`config.mk`:
```
export PLATFORM = sky130hd
export DESIGN_NAME = ntt_stream_ctrl_flat
export DESIGN_NICKNAME = d
export VERILOG_FILES = /design/src/rtl/ntt_stream_ctrl_pkg.sv /design/src/rtl/ntt_stream_ctrl_if.sv /design/src/rtl/ntt_stream_ctrl_frame_buffer.sv /design/src/rtl/ntt_stream_ctrl.sv /design/src/flat_wrapper.sv
export SDC_FILE = /design/constraint.sdc
export NUM_CORES = 2
export LEC_CHECK = 0
export ABC_CLOCK_PERIOD_IN_PS = 54900
export CAP_MARGIN = 10
export CORE_AREA = 4 4 438 440
export CTS_CLUSTER_SIZE = 40
export DETAILED_ROUTE_END_ITERATION = 12
export DIE_AREA = 0 0 442 444
export PLACE_DENSITY = 0.58
export SLEW_MARGIN = 10
export SYNTH_ARGS = -nofsm -noshare
export SYNTH_HDL_FRONTEND = slang
export SYNTH_SLANG_ARGS = --single-unit
export TNS_END_PERCENT = 10
```
`constraint.sdc`:
```
create_clock -name clk -period 54.9 [get_ports clk]
set_clock_uncertainty 0.1 [all_clocks]
set_input_delay 10.98 -clock clk [delete_from_list [all_inputs] [get_ports clk]]
set_output_delay 10.98 -clock clk [all_outputs]
set_load 0.02 [all_outputs]
```
`src/rtl/ntt_stream_ctrl_pkg.sv`:
```
// Shared definitions for the NTT stream controller: core state encoding and the
// lane bit-reversal helper (also used by the twiddle ROM tooling).
package ntt_stream_ctrl_pkg;

    typedef enum logic [1:0] {
        ST_IDLE    = 2'd0,
        ST_RUN     = 2'd1,
        ST_CAPTURE = 2'd2
    } state_e;

    // Reverse the low w bits of v; bits above w come back as zero.
    function automatic logic [31:0] bitrev(input logic [31:0] v, input int w);
        logic [31:0] r;
        r = '0;
        for (int i = 0; i < 32; i++) begin
            if (i < w) r[i] = v[5'(w - 1 - i)];
        end
        return r;
    endfunction

endpackage

```
`src/rtl/ntt_stream_ctrl_if.sv`:
```
// Coefficient streams of the NTT controller: valid/ready input and output.
// The controller is the slave; the producer/consumer side is the master.
interface ntt_stream_ctrl_if #(
    parameter int N = 17
);
    logic         in_valid;
    logic         in_ready;
    logic [N-1:0] in_data;
    logic         in_inv;
    logic         out_valid;
    logic         out_ready;
    logic [N-1:0] out_data;
    logic         out_last;
    logic         out_inv;

    modport master (
        output in_valid, in_data, in_inv, out_ready,
        input  in_ready, out_valid, out_data, out_last, out_inv
    );

    modport slave (
        input  in_valid, in_data, in_inv, out_ready,
        output in_ready, out_valid, out_data, out_last, out_inv
    );
endinterface

```
`src/rtl/ntt_stream_ctrl_frame_buffer.sv`:
```
// D x N coefficient frame: one indexed write lane, a whole-frame parallel load,
// the whole frame as a flat vector, and one mux-selected indexed read lane.
module stream_frame_buffer #(
    parameter int N = 17,
    parameter int D = 32
) (
    input  logic                 clk,
    input  logic                 rst,
    input  logic                 we_i,
    input  logic [$clog2(D)-1:0] widx_i,
    input  logic [N-1:0]         wdata_i,
    input  logic                 ld_i,
    input  logic [D*N-1:0]       ld_data_i,
    input  logic [$clog2(D)-1:0] ridx_i,
    output logic [D*N-1:0]       all_o,
    output logic [N-1:0]         rdata_o
);
    logic [D-1:0][N-1:0] mem_q;

    // A parallel load takes priority; callers never assert both at once.
    always_ff @(posedge clk or posedge rst) begin
        if (rst)       mem_q <= '0;
        else if (ld_i) mem_q <= ld_data_i;
        else if (we_i) mem_q[widx_i] <= wdata_i;
    end

    assign all_o   = mem_q;
    assign rdata_o = mem_q[ridx_i];
endmodule

```
`src/rtl/ntt_stream_ctrl.sv`:
```
// Stream front/back end for the parallel NTT unit: loads a D-lane frame, launches
// the unit, captures the result and drains it, with separate in/out buffers.
module ntt_stream_ctrl
    import ntt_stream_ctrl_pkg::*;
#(
    parameter int N      = 17,
    parameter int D      = 32,
    parameter int PU_LAT = $clog2(D),
    parameter int BITREV = 0
) (
    input  logic             clk,
    input  logic             rst,
    ntt_stream_ctrl_if.slave s,
    output logic [D*N-1:0]   pu_a_o,
    output logic             pu_inv_o,
    output logic             pu_start_o,
    input  logic [D*N-1:0]   pu_an_i,
    output logic             busy_o
);
    localparam int AW = $clog2(D);
    localparam int CW = $clog2(PU_LAT + 1);

    state_e         state_q, state_d;
    logic [CW-1:0]  cnt_q, cnt_d;
    logic [AW-1:0]  wr_idx_q, rd_idx_q, rd_sel;
    logic           in_full_q, out_full_q, frame_inv_q, out_inv_q, pu_inv_q;
    logic [D*N-1:0] pu_a_q, ibuf_all;
    logic [N-1:0]   obuf_rd;
    logic           launch, capture, in_hs, out_hs;
    logic [N-1:0]   unused_ibuf_rd;
    logic [D*N-1:0] unused_obuf_all;

    assign in_hs  = s.in_valid & ~in_full_q;
    assign out_hs = out_full_q & s.out_ready;

    always_ff @(posedge clk or posedge rst) begin
        if (rst) begin
            state_q <= ST_IDLE;
            cnt_q   <= '0;
        end else begin
            state_q <= state_d;
            cnt_q   <= cnt_d;
        end
    end

    always_comb begin
        state_d = state_q;
        cnt_d   = cnt_q;
        launch  = 1'b0;
        capture = 1'b0;
        unique case (state_q)
            ST_IDLE: begin
                if (in_full_q && !out_full_q) begin
                    state_d = ST_RUN;
                    cnt_d   = '0;
                    launch  = 1'b1;
                end
            end
            ST_RUN: begin
                cnt_d = cnt_q + 1'b1;
                if (cnt_q == CW'(PU_LAT - 1)) state_d = ST_CAPTURE;
            end
            ST_CAPTURE: begin
                state_d = ST_IDLE;
                capture = 1'b1;
            end
            default: state_d = ST_IDLE;
        endcase
    end

    // Load side; the index wraps to 0 after the last beat since D is a power of two.
    always_ff @(posedge clk or posedge rst) begin
        if (rst) begin
            wr_idx_q    <= '0;
            in_full_q   <= 1'b0;
            frame_inv_q <= 1'b0;
        end else if (capture) begin
            wr_idx_q  <= '0;
            in_full_q <= 1'b0;
        end else if (in_hs) begin
            wr_idx_q <= wr_idx_q + 1'b1;
            if (wr_idx_q == '0)          frame_inv_q <= s.in_inv;
            if (wr_idx_q == AW'(D - 1))  in_full_q   <= 1'b1;
        end
    end

    always_ff @(posedge clk or posedge rst) begin
        if (rst) begin
            pu_a_q   <= '0;
            pu_inv_q <= 1'b0;
        end else if (launch) begin
            pu_a_q   <= ibuf_all;
            pu_inv_q <= frame_inv_q;
        end
    end

    always_ff @(posedge clk or posedge rst) begin
        if (rst) begin
            rd_idx_q   <= '0;
            out_full_q <= 1'b0;
            out_inv_q  <= 1'b0;
        end else if (capture) begin
            out_full_q <= 1'b1;
            out_inv_q  <= pu_inv_q;
        end else if (out_hs) begin
            if (rd_idx_q == AW'(D - 1)) begin
                out_full_q <= 1'b0;
                rd_idx_q   <= '0;
            end else begin
                rd_idx_q <= rd_idx_q + 1'b1;
            end
        end
    end

    assign rd_sel = (BITREV != 0) ? AW'(bitrev(32'(rd_idx_q), AW)) : rd_idx_q;

    stream_frame_buffer #(.N(N), .D(D)) u_ibuf (
        .clk      (clk),
        .rst      (rst),
        .we_i     (in_hs),
        .widx_i   (wr_idx_q),
        .wdata_i  (s.in_data),
        .ld_i     (1'b0),
        .ld_data_i('0),
        .ridx_i   ('0),
        .all_o    (ibuf_all),
        .rdata_o  (unused_ibuf_rd)
    );

    stream_frame_buffer #(.N(N), .D(D)) u_obuf (
        .clk      (clk),
        .rst      (rst),
        .we_i     (1'b0),
        .widx_i   ('0),
        .wdata_i  ('0),
        .ld_i     (capture),
        .ld_data_i(pu_an_i),
        .ridx_i   (rd_sel),
        .all_o    (unused_obuf_all),
        .rdata_o  (obuf_rd)
    );

    assign s.in_ready  = ~in_full_q;
    assign s.out_valid = out_full_q;
    assign s.out_data  = obuf_rd;
    assign s.out_last  = out_full_q & (rd_idx_q == AW'(D - 1));
    assign s.out_inv   = out_inv_q;
    assign pu_a_o      = pu_a_q;
    assign pu_inv_o    = pu_inv_q;
    assign pu_start_o  = (state_q == ST_RUN) && (cnt_q == '0);
    assign busy_o      = in_full_q | (wr_idx_q != '0) | (state_q != ST_IDLE) | out_full_q;
endmodule

```
`src/flat_wrapper.sv`:
```
// flat-port wrapper written by rule: the top's interface ports become plain ports
module ntt_stream_ctrl_flat import ntt_stream_ctrl_pkg::*;
#(
    parameter int N      = 17,
    parameter int D      = 32,
    parameter int PU_LAT = $clog2(D),
    parameter int BITREV = 0
)
  (clk, rst, pu_a_o, pu_inv_o, pu_start_o, pu_an_i, busy_o, s_in_valid, s_in_data, s_in_inv, s_out_ready, s_in_ready, s_out_valid, s_out_data, s_out_last, s_out_inv);
  ntt_stream_ctrl_if #(.N(N)) s_i ();
  input  logic clk;
  input  logic rst;
  output logic [D*N-1:0] pu_a_o;
  output logic pu_inv_o;
  output logic pu_start_o;
  input  logic [D*N-1:0] pu_an_i;
  output logic busy_o;
  input wire logic [$bits(s_i.in_valid)-1:0] s_in_valid;
  input wire logic [$bits(s_i.in_data)-1:0] s_in_data;
  input wire logic [$bits(s_i.in_inv)-1:0] s_in_inv;
  input wire logic [$bits(s_i.out_ready)-1:0] s_out_ready;
  output wire logic [$bits(s_i.in_ready)-1:0] s_in_ready;
  output wire logic [$bits(s_i.out_valid)-1:0] s_out_valid;
  output wire logic [$bits(s_i.out_data)-1:0] s_out_data;
  output wire logic [$bits(s_i.out_last)-1:0] s_out_last;
  output wire logic [$bits(s_i.out_inv)-1:0] s_out_inv;
  assign s_i.in_valid = s_in_valid;
  assign s_i.in_data = s_in_data;
  assign s_i.in_inv = s_in_inv;
  assign s_i.out_ready = s_out_ready;
  assign s_in_ready = s_i.in_ready;
  assign s_out_valid = s_i.out_valid;
  assign s_out_data = s_i.out_data;
  assign s_out_last = s_i.out_last;
  assign s_out_inv = s_i.out_inv;
  ntt_stream_ctrl #(.N(N), .D(D), .PU_LAT(PU_LAT), .BITREV(BITREV)) u_core (.clk(clk), .rst(rst), .s(s_i), .pu_a_o(pu_a_o), .pu_inv_o(pu_inv_o), .pu_start_o(pu_start_o), .pu_an_i(pu_an_i), .busy_o(busy_o));
endmodule
```
==> flow_summary.toml <==
[run_status]
status = "complete, no violations"

[worst_setup_path]
path_max_fanout = 176
crit_path_cell_trace = "clkdlybuf4s50_1 -> clkinvlp_4 -> buf_12 -> buf_4 -> buf_4 -> buf_4 -> buf_4 -> buf_4 -> buf_4"
startpoint = "rst"
rr_endpoint = "u_core.u_obuf.all_o[372]"
r2r_slack_ns = 50.01
crit_type = "in -> async"
cp-end-kind = "async pin"
r2r-start = "u_core.state_q[1]"
slowest_delay_ns = 0.88
arrival_ns = 17.69
cpMaxStageDelayCell = "buf_4"
ff2ff_path_depth = 7
worstSetupEndpoint = "u_core.u_ibuf.all_o[513]"
start_kind = "input port"
worstPathRequired_ns = 55.64
cpMostUsedCell = "buf_4"

[layout]
finalNonFillerCells = 10100
drive_gt1_frac = 0.129
nNetsFinal = 8017
syn2layout_area_growth_pct = 29.3

[clock_tree]
cts_buffers = 177
clockRootBuffer = "clkbuf_16"
cts_tree = "yes"
h-tree-depth = 4
post_cts_buffers = 0
clock_sinks = 1652
cts.reportedPaths.clkPinSlew_ns = 0.06
insertion_delay_ns = 0.82
cts_buffer_depth = 3
post_cts_resized = 0
hold_buffers = 0

[worst_hold_path]
hold_class = "reg -> reg"
whs_path_depth = 2

[placed_design]
gp_congestion = 0.915
dp_hpwl_um = 174000
place_inst = 9758
port-buffer-count = 1133
dpl_worst_slack_ns = 36.88

[floorplanning]
start_util = 0.356
fp-row-count = 159
dieArea_um2 = 196000
chipHeight_um = 444
core-area_um2 = 188000
die_w_um = 442
boundaryPins = 1134

[logic_synthesis]
yosys.area.top_type = "dfrtp_1"
ys.flop_type = "dfrtp_1"
synth_seq_cells = 1652
synth_top_area_share = 0.619
yosysMostFrequentCell = "nand2_1"
async_flop_share = 1.00
synth-edff-count = 0
syn_area_um2 = 66800
synth_cell_types = 46
netlist_top_cells_area = "dfrtp_1, nand2_1, mux2_2, mux2i_1, a22oi_1"
syn-num-nets = 7039
ys_seq_area_frac = 0.619
yosysWarnings = 0
syn_avg_cell_area_um2 = 10.3
synth_cells = 6464
ys_top_cells_by_count = "nand2_1, dfrtp_1, mux2_2"

[sta]
timing_worst_slew_pin_value_ns = 1.25
worst_slack_ns = 37.96
slew_headroom = 0.164
max_freq_ghz = 0.0590
rsz0062_at_grt = "no"
setup_violations = 0
finalHoldViolCount = 0
whs_ns = 0.350
final.setup.tns_ns = 0
fin_crit_sh = 0.309
maxSlewViolCount = 0
finalCriticalPeriod_ns = 16.94

[route]
drt_iter0_markers = 4214
final_antenna_net_count = 0
viasPerCell = 4.99
wl_per_cell_um = 25.1
firstDrtPassIters = 8
dr_total_vias = 50400
drc = 0
routed_wl_um = 253000

[power]
powerDensity_nw_per_um2 = 54.0
ir_drop_mv = 0.0320
leakagePower_uw = 0.0415

[global_routing]
grt_pass1_vias = 51300
grt_pass1_wl_um = 364000
overflow = 0
grt.total_usage = 0.251
grt_max_degree = 206
antenna_found_initial = 44

[run]
maxCapViolCount = 0
==> placed cells by master (no fill, tap or decap), drive strengths merged, types with 3 or more instances in the layout <==
master,instances
nand3b,3
nand2,3301
dfrtp,1652
mux2i,274
ha,9
nor3b,3
inv,10
clkdlybuf4s50,1116
clkinvlp,8
diode,28
nor3,3
o21ai,3
a22oi,136
bufinv,17
nand3,7
nor2,43
nor4bb,5
a21oi,3
nand4,37
mux2,547
and3,3
nor4b,4
clkinv,38
and4b,4
nor2b,3
clkbuf,254
buf,84
and2,5
==> sequential cells by signal (all words and copies together) (netlist names), 2 cells and up <==
register and flops:
u_core.cnt_q 3, u_core.pu_a_o 544, u_core.rd_idx_q 5, u_core.state_q 2, u_core.u_ibuf.all_o 544, u_core.u_obuf.all_o 544
u_core.wr_idx_q 5
==> worst min-delay path by stage <==
stage | from | to
finish | u_core.u_ibuf.all_o[538] | u_core.pu_a_o[538]
global route | u_core.u_ibuf.all_o[166] | u_core.pu_a_o[166]
CTS | u_core.u_ibuf.all_o[220] | u_core.pu_a_o[220]
detailed placement | u_core.u_ibuf.all_o[192] | u_core.pu_a_o[192]
global placement | u_core.u_ibuf.all_o[331] | u_core.pu_a_o[331]
floorplan | u_core.u_ibuf.all_o[0] | u_core.pu_a_o[0]
==> logic make-up after synthesis <==
group	synth area share
compound gates	0.0160
xor+xnor	0.000525
fa+ha+maj	0.00169
buf+inv	0.0278
flops	0.619
mux	0.133
simple gates	0.201
==> stage by stage <==
| step | power [uW] | instance area, um2 | util |
|---|---|---|---|
| after floorplan | 2690 | 66800 | - |
| after global placement | 3380 | 80000 | 0.427 |
| after detailed placement | 3410 | 80000 | 0.427 |
| after CTS | 4700 | 86200 | 0.460 |
| after global routing | 4880 | 86300 | 0.460 |
| final | 4660 | 86300 | 0.460 |
==> worst max-delay path, delay by kind of cell <==
family | cells | cell delay, ns
buf+inv | 9 | 6.15
==> layer usage <==
layer | vias up | GRT usage | part of all wire
li1 | 22600 | - | -
met1 | 25700 | 0.309 | 0.40
met2 | 1703 | 0.419 | 0.49
met3 | 398 | 0.0558 | 0.063
met4 | 8 | 0.121 | 0.050
met5 | - | 0 | 0.00021
==> final cells by class <==
| cell class | count | area, um2 |
|---|---|---|
| inverters | 6 | 26.3 |
| clock buffers | 254 | 5210 |
| repair buffers | 1200 | 11900 |
| clock inverters | 67 | 972 |
| fillers | 17400 | 101000 |
| well taps | 2495 | 3120 |
| multi-input cells | 4405 | 23700 |
| flip-flops and latches | 1652 | 41300 |
| diodes | 28 | 70.1 |
==> power by group <==
group          internal [uW]  total, uW  switching (uW)
sequential              1620       1940             322
clock                    744       1270             522
combinational            655       1450             799
total                   3010       4660            1640
Power figures use the tool's default switching activity.
